$ cat config.mk
export PLATFORM = sky130hd
export DESIGN_NAME = jump_sequencer_flat
export DESIGN_NICKNAME = d
export VERILOG_FILES = /design/src/rtl/jump_sequencer_if.sv /design/src/rtl/jump_sequencer.sv /design/src/flat_wrapper.sv
export SDC_FILE = /design/constraint.sdc
export NUM_CORES = 1
export LEC_CHECK = 0
export CORE_AREA = 4 4 64 124
export CTS_BUF_LIST = sky130_fd_sc_hd__clkbuf_2
export CTS_CLUSTER_DIAMETER = 30
export CTS_CLUSTER_SIZE = 25
export DETAILED_ROUTE_END_ITERATION = 7
export DIE_AREA = 0 0 68 128
export PLACE_DENSITY = 0.66
export REMOVE_ABC_BUFFERS = 1
export SLEW_MARGIN = 20
export SYNTH_ARGS = -nofsm -noshare
export SYNTH_HDL_FRONTEND = slang
export SYNTH_SLANG_ARGS = --single-unit
$ cat constraint.sdc
create_clock -name CLK -period 1.9 [get_ports CLK]
set_input_delay 0.38 -clock CLK [delete_from_list [all_inputs] [get_ports CLK]]
set_output_delay 0.38 -clock CLK [all_outputs]
set_load 0.02 [all_outputs]
$ cat src/rtl/jump_sequencer_if.sv
// Player controls in, game/physics status out; the game block drives the slave side.
interface jump_sequencer_if;
  logic        button_jump;
  logic        collision;
  logic [5:0]  dinosaur_height;
  logic        game_status;
  logic        game_over;
  logic [15:0] score;
  logic        tick;

  modport master (
    output button_jump, collision,
    input  dinosaur_height, game_status, game_over, score, tick
  );

  modport slave (
    input  button_jump, collision,
    output dinosaur_height, game_status, game_over, score, tick
  );
endinterface

$ cat src/rtl/jump_sequencer.sv
// Dinosaur jump/score game FSM on a divided physics tick; all outputs registered, one cycle after the cause.
// No backpressure (level inputs only); define JUMP_HOLD_EN to compile in the apex-hold state.
module jump_sequencer #(
  parameter int TICK_DIV   = 250000,
  parameter int JUMP_PEAK  = 40,
  parameter int HOLD_TICKS = 8
) (
  input  logic             CLK,
  input  logic             RST_N,
  jump_sequencer_if.slave  bus
);

  localparam int              CNT_W    = $clog2(TICK_DIV);
  localparam logic [CNT_W-1:0] CNT_LAST = CNT_W'(TICK_DIV - 1);
  localparam logic [5:0]      PEAK     = 6'(JUMP_PEAK);

  if (TICK_DIV < 2 || TICK_DIV > (1 << 20) || JUMP_PEAK < 1 || JUMP_PEAK > 63 ||
      HOLD_TICKS < 1 || HOLD_TICKS > 255) begin : g_bad_params
    $error("jump_sequencer: parameter out of legal range");
  end

  typedef enum logic [2:0] {
    IDLE,
    RUN,
    RISE,
`ifdef JUMP_HOLD_EN
    HOLD,
`endif
    FALL,
    OVER
  } state_t;

  state_t           state;
  logic [CNT_W-1:0] tick_cnt;
  logic             btn_prev;
  logic [5:0]       height_q;
  logic             status_q;
  logic             over_q;
  logic [15:0]      score_q;
  logic             tick_q;
`ifdef JUMP_HOLD_EN
  localparam logic [7:0] HOLD_LAST = 8'(HOLD_TICKS - 1);
  logic [7:0]       hold_cnt;
`endif

  logic        press;
  logic        tick_last;
  logic        playing;
  logic [15:0] score_sat;

  assign press     = bus.button_jump & ~btn_prev;
  assign tick_last = (tick_cnt == CNT_LAST);
  assign playing   = (state != IDLE) && (state != OVER);
  assign score_sat = (score_q == 16'hFFFF) ? score_q : score_q + 16'd1;

  always_ff @(posedge CLK or negedge RST_N) begin
    if (!RST_N) begin
      state    <= IDLE;
      tick_cnt <= '0;
      btn_prev <= 1'b1;  // a button held through reset must not look like a press
      height_q <= '0;
      status_q <= 1'b0;
      over_q   <= 1'b0;
      score_q  <= '0;
      tick_q   <= 1'b0;
`ifdef JUMP_HOLD_EN
      hold_cnt <= '0;
`endif
    end else begin
      btn_prev <= bus.button_jump;
      tick_q   <= tick_last;
      tick_cnt <= tick_last ? '0 : tick_cnt + CNT_W'(1);

      // Collision beats press and tick, so the hit tick is not scored.
      if (playing && bus.collision) begin
        state    <= OVER;
        status_q <= 1'b0;
        over_q   <= 1'b1;
      end else begin
        if (playing && tick_last) score_q <= score_sat;
        case (state)
          IDLE: begin
            if (press) begin
              state    <= RUN;
              status_q <= 1'b1;
              score_q  <= '0;
              tick_cnt <= '0;
            end
          end
          RUN: begin
            if (press) state <= RISE;
          end
          RISE: begin
            if (tick_last && height_q != PEAK) begin
              height_q <= height_q + 6'd1;
              if (height_q + 6'd1 == PEAK) begin
`ifdef JUMP_HOLD_EN
                state    <= HOLD;
                hold_cnt <= '0;
`else
                state    <= FALL;
`endif
              end
            end
          end
`ifdef JUMP_HOLD_EN
          HOLD: begin
            if (!bus.button_jump) begin
              state <= FALL;
            end else if (tick_last) begin
              if (hold_cnt == HOLD_LAST) state <= FALL;
              else                       hold_cnt <= hold_cnt + 8'd1;
            end
          end
`endif
          FALL: begin
            if (tick_last && height_q != 6'd0) begin
              height_q <= height_q - 6'd1;
              if (height_q == 6'd1) state <= RUN;
            end
          end
          OVER: begin
            if (press) begin
              state    <= IDLE;
              height_q <= '0;
              over_q   <= 1'b0;
            end
          end
          default: state <= IDLE;
        endcase
      end
    end
  end

  assign bus.dinosaur_height = height_q;
  assign bus.game_status     = status_q;
  assign bus.game_over       = over_q;
  assign bus.score           = score_q;
  assign bus.tick            = tick_q;

endmodule

$ cat src/flat_wrapper.sv
// flat-port wrapper written by rule: the top's interface ports become plain ports
module jump_sequencer_flat 
#(
  parameter int TICK_DIV   = 250000,
  parameter int JUMP_PEAK  = 40,
  parameter int HOLD_TICKS = 8
)
  (CLK, RST_N, bus_button_jump, bus_collision, bus_dinosaur_height, bus_game_status, bus_game_over, bus_score, bus_tick);
  jump_sequencer_if bus_i ();
  input  logic CLK;
  input  logic RST_N;
  input wire logic [$bits(bus_i.button_jump)-1:0] bus_button_jump;
  input wire logic [$bits(bus_i.collision)-1:0] bus_collision;
  output wire logic [$bits(bus_i.dinosaur_height)-1:0] bus_dinosaur_height;
  output wire logic [$bits(bus_i.game_status)-1:0] bus_game_status;
  output wire logic [$bits(bus_i.game_over)-1:0] bus_game_over;
  output wire logic [$bits(bus_i.score)-1:0] bus_score;
  output wire logic [$bits(bus_i.tick)-1:0] bus_tick;
  assign bus_i.button_jump = bus_button_jump;
  assign bus_i.collision = bus_collision;
  assign bus_dinosaur_height = bus_i.dinosaur_height;
  assign bus_game_status = bus_i.game_status;
  assign bus_game_over = bus_i.game_over;
  assign bus_score = bus_i.score;
  assign bus_tick = bus_i.tick;
  jump_sequencer #(.TICK_DIV(TICK_DIV), .JUMP_PEAK(JUMP_PEAK), .HOLD_TICKS(HOLD_TICKS)) u_core (.CLK(CLK), .RST_N(RST_N), .bus(bus_i));
endmodule
==> impl_metrics.csv, run 1 <==
group,metric,value,unit
run_status,status,"finished, final reports clean",
synth,ys_top_cells_by_count,"dfrtp_1 (46), nor2_1 (37), nand2_1 (25)",
synth,synth.area.mux_share,0.370,%
die,fp-row-count,43,
synth,synth_edf_count,0,
synth,synth_top_family_by_area,"simple AND/OR/NAND/NOR gates",
synth,ys_types,58,
synth,synth.avg_cell_area,9.09,um2
final_layout,final_util,53.7,%
synth,yosys.area.top_type,"dfrtp_1",
clock_tree,cts_sinks,47,
synth,synth_area_leaders,"dfrtp_1 (42%), nor2_1 (5.1%), nand3_1 (4.2%), nand2_1 (3.5%), xnor2_1 (3.2%)",
grt,grt_max_degree,21,
critical_path,critPathKind,"register to register",
job,drv_cap,0,
grt,grt_pass1_vias,2629,
critical_path,worstPathMaxFanout,6,
synth,synth_compound_area_share,14.1,%
sta,rsz0062_at_grt,"yes",
clock_tree,htreeDepth,2,
critical_path,endpoint_kind,"register",
grt,grt_first_pass_wirelength,12000,um
sta,post-route-min-period,1880,ps
die,ios,29,
synth,synthMostInstantiatedCell,"dfrtp_1",
hold_path,hp-class,"input pin to asynchronous set/reset pin",
synth,synth_seq_area_share,43.5,%
grt,antenna_found_initial,1,
synth,async_flop_share,100,%
route,antenna_left,0,
sta,hold_viol,0,
synth,synth_top_area_share,42.5,%
synth,synthCells,298,
synth,synth_flop_cell,"dfrtp_1",
final_layout,final.fill_count,651,
route,first_pass_iters,4,
route,vias,2675,
grt,track_usage,18.0,%
placed_design,place_area,0.00355,mm2
sta,fmax,0.531,GHz
clock_tree,cts_buffers,5,
sta,tightest_slew,469,ps
pwr,finalPower,0.00288,W
route,drt_iter0_drc,131,
grt,grt_overflow,0,
synth,synth_xor_area_share,6.47,%
pwr,peakVddDrop,544,uV
sta,min_period_over_period,99.1,%
critical_path,cp.arrival,2220,ps
critical_path,cp-start-kind,"register",
clock_tree,cts_buffer_depth,2,
clock_tree,path_clk_slew,230,ps
pwr,p_leak,1.75,nW
critical_path,startpoint,"u_core.tick_cnt[10]",
critical_path,reg2reg_slack,20,ps
route,drc,0,
sta,maxSlewViolCount,0,
pwr,p_per_area,766,mW/mm2
route,via_per_inst,5.53,
clock_tree,clockRootBuffer,"clkbuf_2",
route,routedWlPerCell,14.9,um
die,die_height,128,um
sta,setup-violations-final,0,
synth,synthAdderAreaFrac,2.77,%
clock_tree,clk_latency,430,ps
final_layout,finalNetCount,402,
die,die_x,68,um
synth,ys_ff_latch,47,
sta,skew,6.13,ps
synth,yosysWarnings,0,
placed_design,hpwl,5520,um
sta,relSlewSlack,68.5,%
route,drt_wl_total,7230,um
final_layout,fin_area,0.00376,mm2
die,start_util,38.7,%
clock_tree,tritoncts,"yes",
synth,synth_area,0.00271,mm2
die,core_area,0.00699,mm2
critical_path,required,2240,ps
placed_design,gp_congestion,0.893,
final_layout,drive_above_1_share,30.0,%
critical_path,reg2reg_from,"u_core.tick_cnt[10]",
die,die_area,0.00870,mm2
final_layout,area_growth,38.7,%
placed_design,port_buffers,28,
synth,synthSimpleGateAreaFrac,29.4,%
sta,timing.setup.tns,0,ps
## through the flow
stage	instances	worst slack [ps]	hold slack, ps
after floorplan	285	-323	84.4
after global placement	468	-323	362
after detailed placement	468	-375	355
final	484	16.6	372
after CTS	478	10.8	366
after global routing	484	-41.0	374
## routing by layer
layer	global-route usage [%]	vias up	part of all wire, %
met4	9.38	0	3.8
met2	33.9	60	58
met3	2.19	21	2.7
li1	-	1270	-
met5	0	-	0
met1	18.1	1324	36
## worst max-delay path, cell delays in order (launching register included)
cell	delay (ps)
dfrtp_1	440
nand4bb_4	270
or4_4	520
o22ai_4	230
and2_4	230
a31oi_1	90
## cells in the final DEF, fill, tap and decap left out, drive strengths merged, types with 2 or more instances in the layout
cell	instances
nor2b	2
ha	6
nand2	25
dfrtp	46
o22ai	3
a31oi	10
o31ai	3
and2	3
and4bb	2
a21oi	9
nor4b	2
and3	10
a221oi	2
nor2	37
clkbuf	7
xor2	10
dlygate4sd2	22
nor3	8
buf	72
nand2b	4
or3	4
a211oi	2
or4	6
nand3	25
xnor2	10
a31o	4
or2	3
clkdlybuf4s50	4
o21ai	13
nand4	7
nor4	4
inv	8
## power breakdown
part / internal (W) / switching [W] / total [W]
clock network: 0.000100 / 0.000325 / 0.000425
logic: 0.000552 / 0.000632 / 0.00118
registers: 0.00114 / 0.000131 / 0.00127
## path summary, 6_finish.rpt
path / to / depth (start not counted)
min in group CLK: u_core.btn_prev / 2
max in group asynchronous: u_core.btn_prev / 3
setup / recovery: u_core.bus.dinosaur_height[3] / 5
hold / removal: u_core.bus.score[5] / 2
setup reg to reg: u_core.bus.dinosaur_height[3] / 5
hold reg to reg: u_core.bus.game_status / 2
## kinds of logic (layout without fill, tap and decap cells)
kind of cell	Yosys count	in the layout
fa+ha+maj	6	6
xor+xnor	20	20
mux	1	1
buf+inv	21	116
other cells	0	1
compound gates	56	56
simple gates	147	147
flops	47	47
## cell type report
class                           count  area [um2]  share of cell area (%)
Multi-Input combinational cell    230        1560                    41.4
Sequential cell                    47        1180                    31.5
Timing Repair Buffer              100         835                    22.2
Tap cell                           90         113                    3.00
Clock buffer                        7        35.0                   0.932
Inverter                            8        30.0                   0.799
Clock inverter                      1        5.00                   0.133
Antenna cell                        1        2.50                  0.0666
## what timing repair did
item,CTS,global route
setup endpoints to repair,36,17
buffers inserted,1,5
pin swaps,2,14
resized for setup,29,22
hold buffers,1,0
endpoints found under the hold margin,18,0
## sequential cells by signal, summed over array words and instances (netlist names)
register	count
u_core.tick_cnt	18
u_core.bus.score	16
u_core.bus.dinosaur_height	6
u_core.state	3
u_core.btn_prev	1
u_core.bus.game_over	1
u_core.bus.game_status	1
u_core.bus.tick	1
(Power assumes the default switching activity.)
==> run 2, diff against run 1 <==
--- a/config.mk
+++ b/config.mk
@@ -11,7 +11,8 @@
 export CTS_CLUSTER_SIZE = 25
 export DETAILED_ROUTE_END_ITERATION = 7
 export DIE_AREA = 0 0 68 128
-export PLACE_DENSITY = 0.66
+export DONT_BUFFER_PORTS = 1
+export PLACE_DENSITY = 0.61
 export REMOVE_ABC_BUFFERS = 1
 export SLEW_MARGIN = 20
 export SYNTH_ARGS = -nofsm -noshare
==> constraint.sdc (replaced) <==
create_clock -name CLK -period 1.7 [get_ports CLK]
set_input_delay 0.34 -clock CLK [delete_from_list [all_inputs] [get_ports CLK]]
set_output_delay 0.34 -clock CLK [all_outputs]
set_load 0.02 [all_outputs]
==> run 2 against run 1 <==
  * The run now ends with negative setup slack left
  * Sequential power rose by 11%
  * Setup slack lost 210 ps
  * Final cell count is 2.1% higher
  * Utilization is 6.2 points higher
  * Via count grew 5.6%
  * Register-to-register slack got worse by 210 ps
  * Clock skew is 37 ps higher
  * Power grew 27%
  * Critical path depth unchanged
  * Flip-flop and latch count did not move
  * Maximum frequency down 0.71%
==> impl_metrics.csv, run 2 (same netlist as run 1, synthesis figures left out) <==
group,metric,value,unit
grt,antenna_found_initial,1,
die,fp-row-count,43,
route,antenna_left,0,
final_layout,regMostFlops,"u_core.tick_cnt",
die,die_height,128,um
critical_path,critPathKind,"register to register",
grt,grt_overflow,0,
clock_tree,path_clk_slew,260,ps
final_layout,mostFrequentLayoutCells,"buf_4 (91), dfrtp_1 (46), nand2_1 (24)",
sta,tightest_slew,465,ps
route,first_pass_iters,4,
grt,grt_max_degree,48,
critical_path,required,2060,ps
hold_path,hp-class,"input pin to register",
placed_design,place_ws,-284,ps
route,routedWlPerCell,17.5,um
job,drv_cap,0,
grt,track_usage,19.2,%
sta,post-route-min-period,1900,ps
die,die_area,0.00870,mm2
sta,maxSlewViolCount,0,
critical_path,cp.arrival,2260,ps
critical_path,path_delay_family,"simple AND/OR/NAND/NOR gates",
pwr,p_leak,1.78,nW
die,core_area,0.00699,mm2
route,drt_wl_total,8670,um
pwr,peakVddDrop,550,uV
route,drc,0,
clock_tree,cts_buffers,5,
die,ios,29,
die,die_x,68,um
run_status,status,"complete, but fails checks",
clock_tree,clk_latency,470,ps
final_layout,area_growth,54.8,%
final_layout,drive_above_1_share,46.4,%
placed_design,port_buffers,0,
sta,setup-violations-final,38,
critical_path,crit_slowest_cell,"or4_4",
critical_path,cp_num_buf_inv,0,
sta,hold_viol,0,
sta,relSlewSlack,68.7,%
placed_design,gp_congestion,0.834,
critical_path,cp-start-kind,"register",
sta,min_period_over_period,112,%
route,vias,2824,
placed_design,hpwl,5620,um
die,start_util,38.7,%
grt,grt_first_pass_wirelength,12900,um
critical_path,crit_path_max_incr_delay,530,ps
sta,fmax,0.527,GHz
route,drt_iter0_drc,188,
clock_tree,cts_sinks,47,
critical_path,endpoint_kind,"register",
sta,skew,43.5,ps
pwr,p_per_area,873,mW/mm2
final_layout,final_util,59.9,%
placed_design,dpl.cell_count,460,
final_layout,finalNetCount,412,
final_layout,largest_reg_flops,18,
final_layout,stdcell_count,494,
sta,rsz0062_at_grt,"yes",
final_layout,layout_commonest_cell,"buf_4",
critical_path,crit_path_cell_trace,"or2_4 > or4_4 > o22ai_4 > and2_4 > a31oi_1",
route,via_per_inst,5.72,
critical_path,worstPathMaxFanout,6,
grt,grt_pass1_vias,2872,
sta,finalWorstSetupSlack,-197,ps
clock_tree,clockRootBuffer,"clkbuf_2",
clock_tree,cts_buffer_depth,2,
run_status,violations,"negative setup slack",
clock_tree,htreeDepth,2,
clock_tree,tritoncts,"yes",
run 2: changes by cell type in the layout (fill, tap and decap cells not counted), moves of 4 or more:
| cell | delta |
|---|---|
| buf_4 | +24 |
| buf_6 | +10 |
| clkdlybuf4s50_1 | -4 |
| dfrtp_1 | +4 |
| dfrtp_2 | -4 |
| dlygate4sd2_1 | -22 |
| nand3_1 | -4 |
| nor2_1 | -16 |
| nor2_4 | +16 |
| o21ai_0 | -4 |
run 2: final cells by class:
class	count	area, um2
Sequential cell	47	1180
Timing Repair Buffer	109	932
Inverter	8	32.5
Clock buffer	5	25.0
Fill cell	570	2800
Multi-Input combinational cell	231	1870
Tap cell	90	113
Clock inverter	3	43.8
Antenna cell	1	2.50
run 2: stage by stage:
stage | power [W] | TNS [ps] | area [um2] | hold WS (ps)
floorplan | 0.00211 | -6440 | 2650 | 44.4
global placement | 0.00266 | -3010 | 3420 | 45.7
detailed placement | 0.00268 | -4060 | 3420 | 46.1
CTS | 0.00344 | -2790 | 3780 | 118
global route | 0.00385 | -5910 | 4190 | 118
finish | 0.00366 | -3530 | 4190 | 113
run 2: routing by layer:
metal	global-route usage, %	wire length [um]
met5	0	0
met4	10.6	420
met3	3.42	319
met2	37.5	5080
met1	17.0	2840
run 2: worst register-to-register path: stages, from the launching register on:
cell	delay, ps
dfrtp_1	440
or2_4	280
or4_4	530
o22ai_4	230
and2_4	240
a31oi_1	90
run 2: report_power, final:
part | switching (W) | total [W] | internal [W]
registers | 0.000145 | 0.00141 | 0.00127
clock network | 0.000404 | 0.000653 | 0.000249
logic | 0.000879 | 0.00160 | 0.000719
total | 0.00143 | 0.00366 | 0.00223
run 2: final timing paths:
path	start	to	slack (ps)	depth (start not counted)
max	u_core.tick_cnt[11]	u_core.bus.dinosaur_height[2]	-200	5
min	bus_button_jump	u_core.state[2]	110	2
max reg2reg	u_core.tick_cnt[11]	u_core.bus.dinosaur_height[2]	-200	5
min reg2reg	u_core.tick_cnt[0]	u_core.tick_cnt[0]	560	2
max in group asynchronous	RST_N	u_core.btn_prev	1060	2
min in group asynchronous	RST_N	u_core.bus.score[5]	300	2
run 2: repair_timing:
action | 4_1_cts | 5_1_grt
pin swaps | 29 | 30
resized for setup | 35 | 68
buffers inserted | 9 | 12
endpoints found under the setup margin | 40 | 41
endpoints found under the hold margin | 50 | 0
hold buffers | 4 | 0
gates cloned | 2 | 0
==> run 3, diff against run 2 <==
--- a/config.mk
+++ b/config.mk
@@ -13,7 +13,6 @@
 export DIE_AREA = 0 0 68 128
 export DONT_BUFFER_PORTS = 1
 export PLACE_DENSITY = 0.61
-export REMOVE_ABC_BUFFERS = 1
 export SLEW_MARGIN = 20
 export SYNTH_ARGS = -nofsm -noshare
 export SYNTH_HDL_FRONTEND = slang
==> run 3 against run 2 <==
  * The flow still finishes with violations (negative setup slack)
  * Die area unchanged
  * Power down 7.5%
  * Sequential share of layout area increased by 3.2 points
  * Global-route usage is 0.65 points lower
  * Maximum frequency increased by 2.6%
  * First-iteration DRC count fell by 30%
  * Routed wire length down 10%
  * Critical path depth did not move
  * Sequential power barely moved
  * Critical path type unchanged
==> impl_metrics.csv, run 3 (same netlist as run 1, synthesis figures left out) <==
group,metric,value,unit
grt,grt_max_degree,48,
final_layout,area_growth,39.1,%
critical_path,cp_num_buf_inv,0,
sta,hold_viol,0,
critical_path,reg2reg_slack,-150,ps
synth,mappedNetlistNets,308,
sta,maxSlewViolCount,0,
clock_tree,cts_sinks,47,
clock_tree,clockRootBuffer,"clkbuf_2",
clock_tree,clk_latency,470,ps
hold_path,hp-class,"input pin to register",
route,antenna_left,0,
critical_path,critPathKind,"register to register",
sta,tightest_slew,499,ps
placed_design,hpwl,5600,um
pwr,p_leak,1.68,nW
route,vias,2652,
critical_path,crit_path_max_incr_delay,530,ps
placed_design,place_ws,-144,ps
sta,rsz0062_at_grt,"yes",
grt,grt_first_pass_wirelength,12400,um
sta,post-route-min-period,1850,ps
sta,finalWorstSetupSlack,-149,ps
final_layout,drive_above_1_share,37.8,%
pwr,cell_internal_pwr,0.00212,W
route,drt_iter0_drc,132,
critical_path,endpoint_kind,"register",
grt,grt_pass1_vias,2729,
sta,fmax,0.541,GHz
die,core_area,0.00699,mm2
sta,min_period_over_period,109,%
die,start_util,38.7,%
pwr,p_comb_share,39.6,%
run_status,violations,"negative setup slack",
die,die_height,128,um
route,via_per_inst,5.56,
final_layout,layout_commonest_cell,"buf_4",
final_layout,final.fill_count,660,
clock_tree,cts_buffers,5,
die,die_x,68,um
final_layout,finalNetCount,395,
die,ios,29,
placed_design,gp_congestion,0.838,
pwr,peakVddDrop,807,uV
run_status,status,"complete, but fails checks",
clock_tree,tritoncts,"yes",
pwr,pwr-share-clk,18.2,%
job,drv_cap,0,
critical_path,worstPathMaxFanout,7,
sta,skew,51.9,ps
route,drt_wl_total,7760,um
pwr,swShare,37.3,%
critical_path,required,2030,ps
route,drc,0,
final_layout,largest_reg_flops,18,
grt,track_usage,18.6,%
critical_path,crit_slowest_cell,"or4_4",
critical_path,path_delay_family,"simple AND/OR/NAND/NOR gates",
route,first_pass_iters,4,
final_layout,final_util,53.9,%
final_layout,regMostFlops,"u_core.tick_cnt",
critical_path,cp.arrival,2180,ps
clock_tree,path_clk_slew,280,ps
route,routedWlPerCell,16.3,um
final_layout,stdcell_count,477,
sta,setup-violations-final,18,
pwr,p_per_area,899,mW/mm2
grt,grt_overflow,0,
die,fp-row-count,43,
sta,relSlewSlack,66.4,%
critical_path,crit_path_cell_trace,"or2_4 > or4_4 > o22ai_4 > and2_4 > a31oi_1",
pwr,sequentialPowerShare,42.2,%
clock_tree,cts_buffer_depth,2,
die,die_area,0.00870,mm2
final_layout,mostFrequentLayoutCells,"buf_4 (84), dfrtp_1 (44), nor2_1 (35)",
grt,antenna_found_initial,1,
pwr,power.switching,0.00126,W
placed_design,dpl.cell_count,454,
critical_path,cp-start-kind,"register",
placed_design,port_buffers,0,
clock_tree,htreeDepth,2,
==> run 3: cell count changes in the layout (fill, tap and decap cells not counted), sizes merged <==
cell and change:
buf -17
==> run 3: path summary, 6_finish.rpt <==
check                              startpoint                             to  cells after the start
setup / recovery           u_core.tick_cnt[8]  u_core.bus.dinosaur_height[2]                      5
hold / removal                  bus_collision           u_core.bus.score[13]                      2
setup reg to reg           u_core.tick_cnt[8]  u_core.bus.dinosaur_height[2]                      5
hold reg to reg            u_core.tick_cnt[0]             u_core.tick_cnt[0]                      2
max in group asynchronous               RST_N                u_core.btn_prev                      2
min in group asynchronous               RST_N            u_core.bus.score[4]                      2
==> run 3: power groups by stage <==
stage	sequential, W	clock [W]	combinational [W]
floorplan	0.00148	0	0.000691
global placement	0.00144	0	0.00125
detailed placement	0.00145	0	0.00128
CTS	0.00143	0.000632	0.00133
global route	0.00145	0.000660	0.00150
finish	0.00143	0.000617	0.00134
==> run 3: worst register-to-register path: stages, from the launching register on <==
cell	delay [ps]
dfrtp_1	430
or2_4	270
or4_4	530
o22ai_4	220
and2_4	230
a31oi_1	80
==> run 3: what timing repair did <==
action                                  CTS  global route
setup buffers                             3             7
gates cloned                              0             1
hold buffers                              4             0
endpoints found under the setup margin   17            39
pin swaps                                 7            12
resized for setup                         7            23
hold endpoints to repair                 50             0
==> run 3: per-stage QoR <==
step                hold WS, ps  cell area [um2]  TNS, ps  total power (W)
finish                      127             3770    -1680          0.00339
global route                147             3770    -3570          0.00360
CTS                         127             3610    -1730          0.00339
detailed placement         46.8             3430    -1480          0.00272
global placement           46.6             3430     -950          0.00269
floorplan                  44.4             2790     -876          0.00217
==> run 3: cell type report <==
cell class / instances / area [um2] / area share (%)
Inverter: 8 / 30.0 / 0.797
Sequential cell: 47 / 1180 / 31.3
Multi-Input combinational cell: 231 / 1640 / 43.4
Antenna cell: 1 / 2.50 / 0.0664
Tap cell: 90 / 113 / 2.99
Timing Repair Buffer: 92 / 742 / 19.7
Clock inverter: 3 / 38.8 / 1.03
Clock buffer: 5 / 25.0 / 0.664
==> run 3: per-layer routing <==
metal | share of wire, % | GRT usage (%) | vias up | routed length (um)
li1 | - | - | 1260 | -
met1 | 34 | 18.7 | 1318 | 2680
met2 | 59 | 35.6 | 55 | 4590
met3 | 3.2 | 2.89 | 19 | 250
met4 | 3.2 | 7.39 | 0 | 246
met5 | 0 | 0 | - | 0
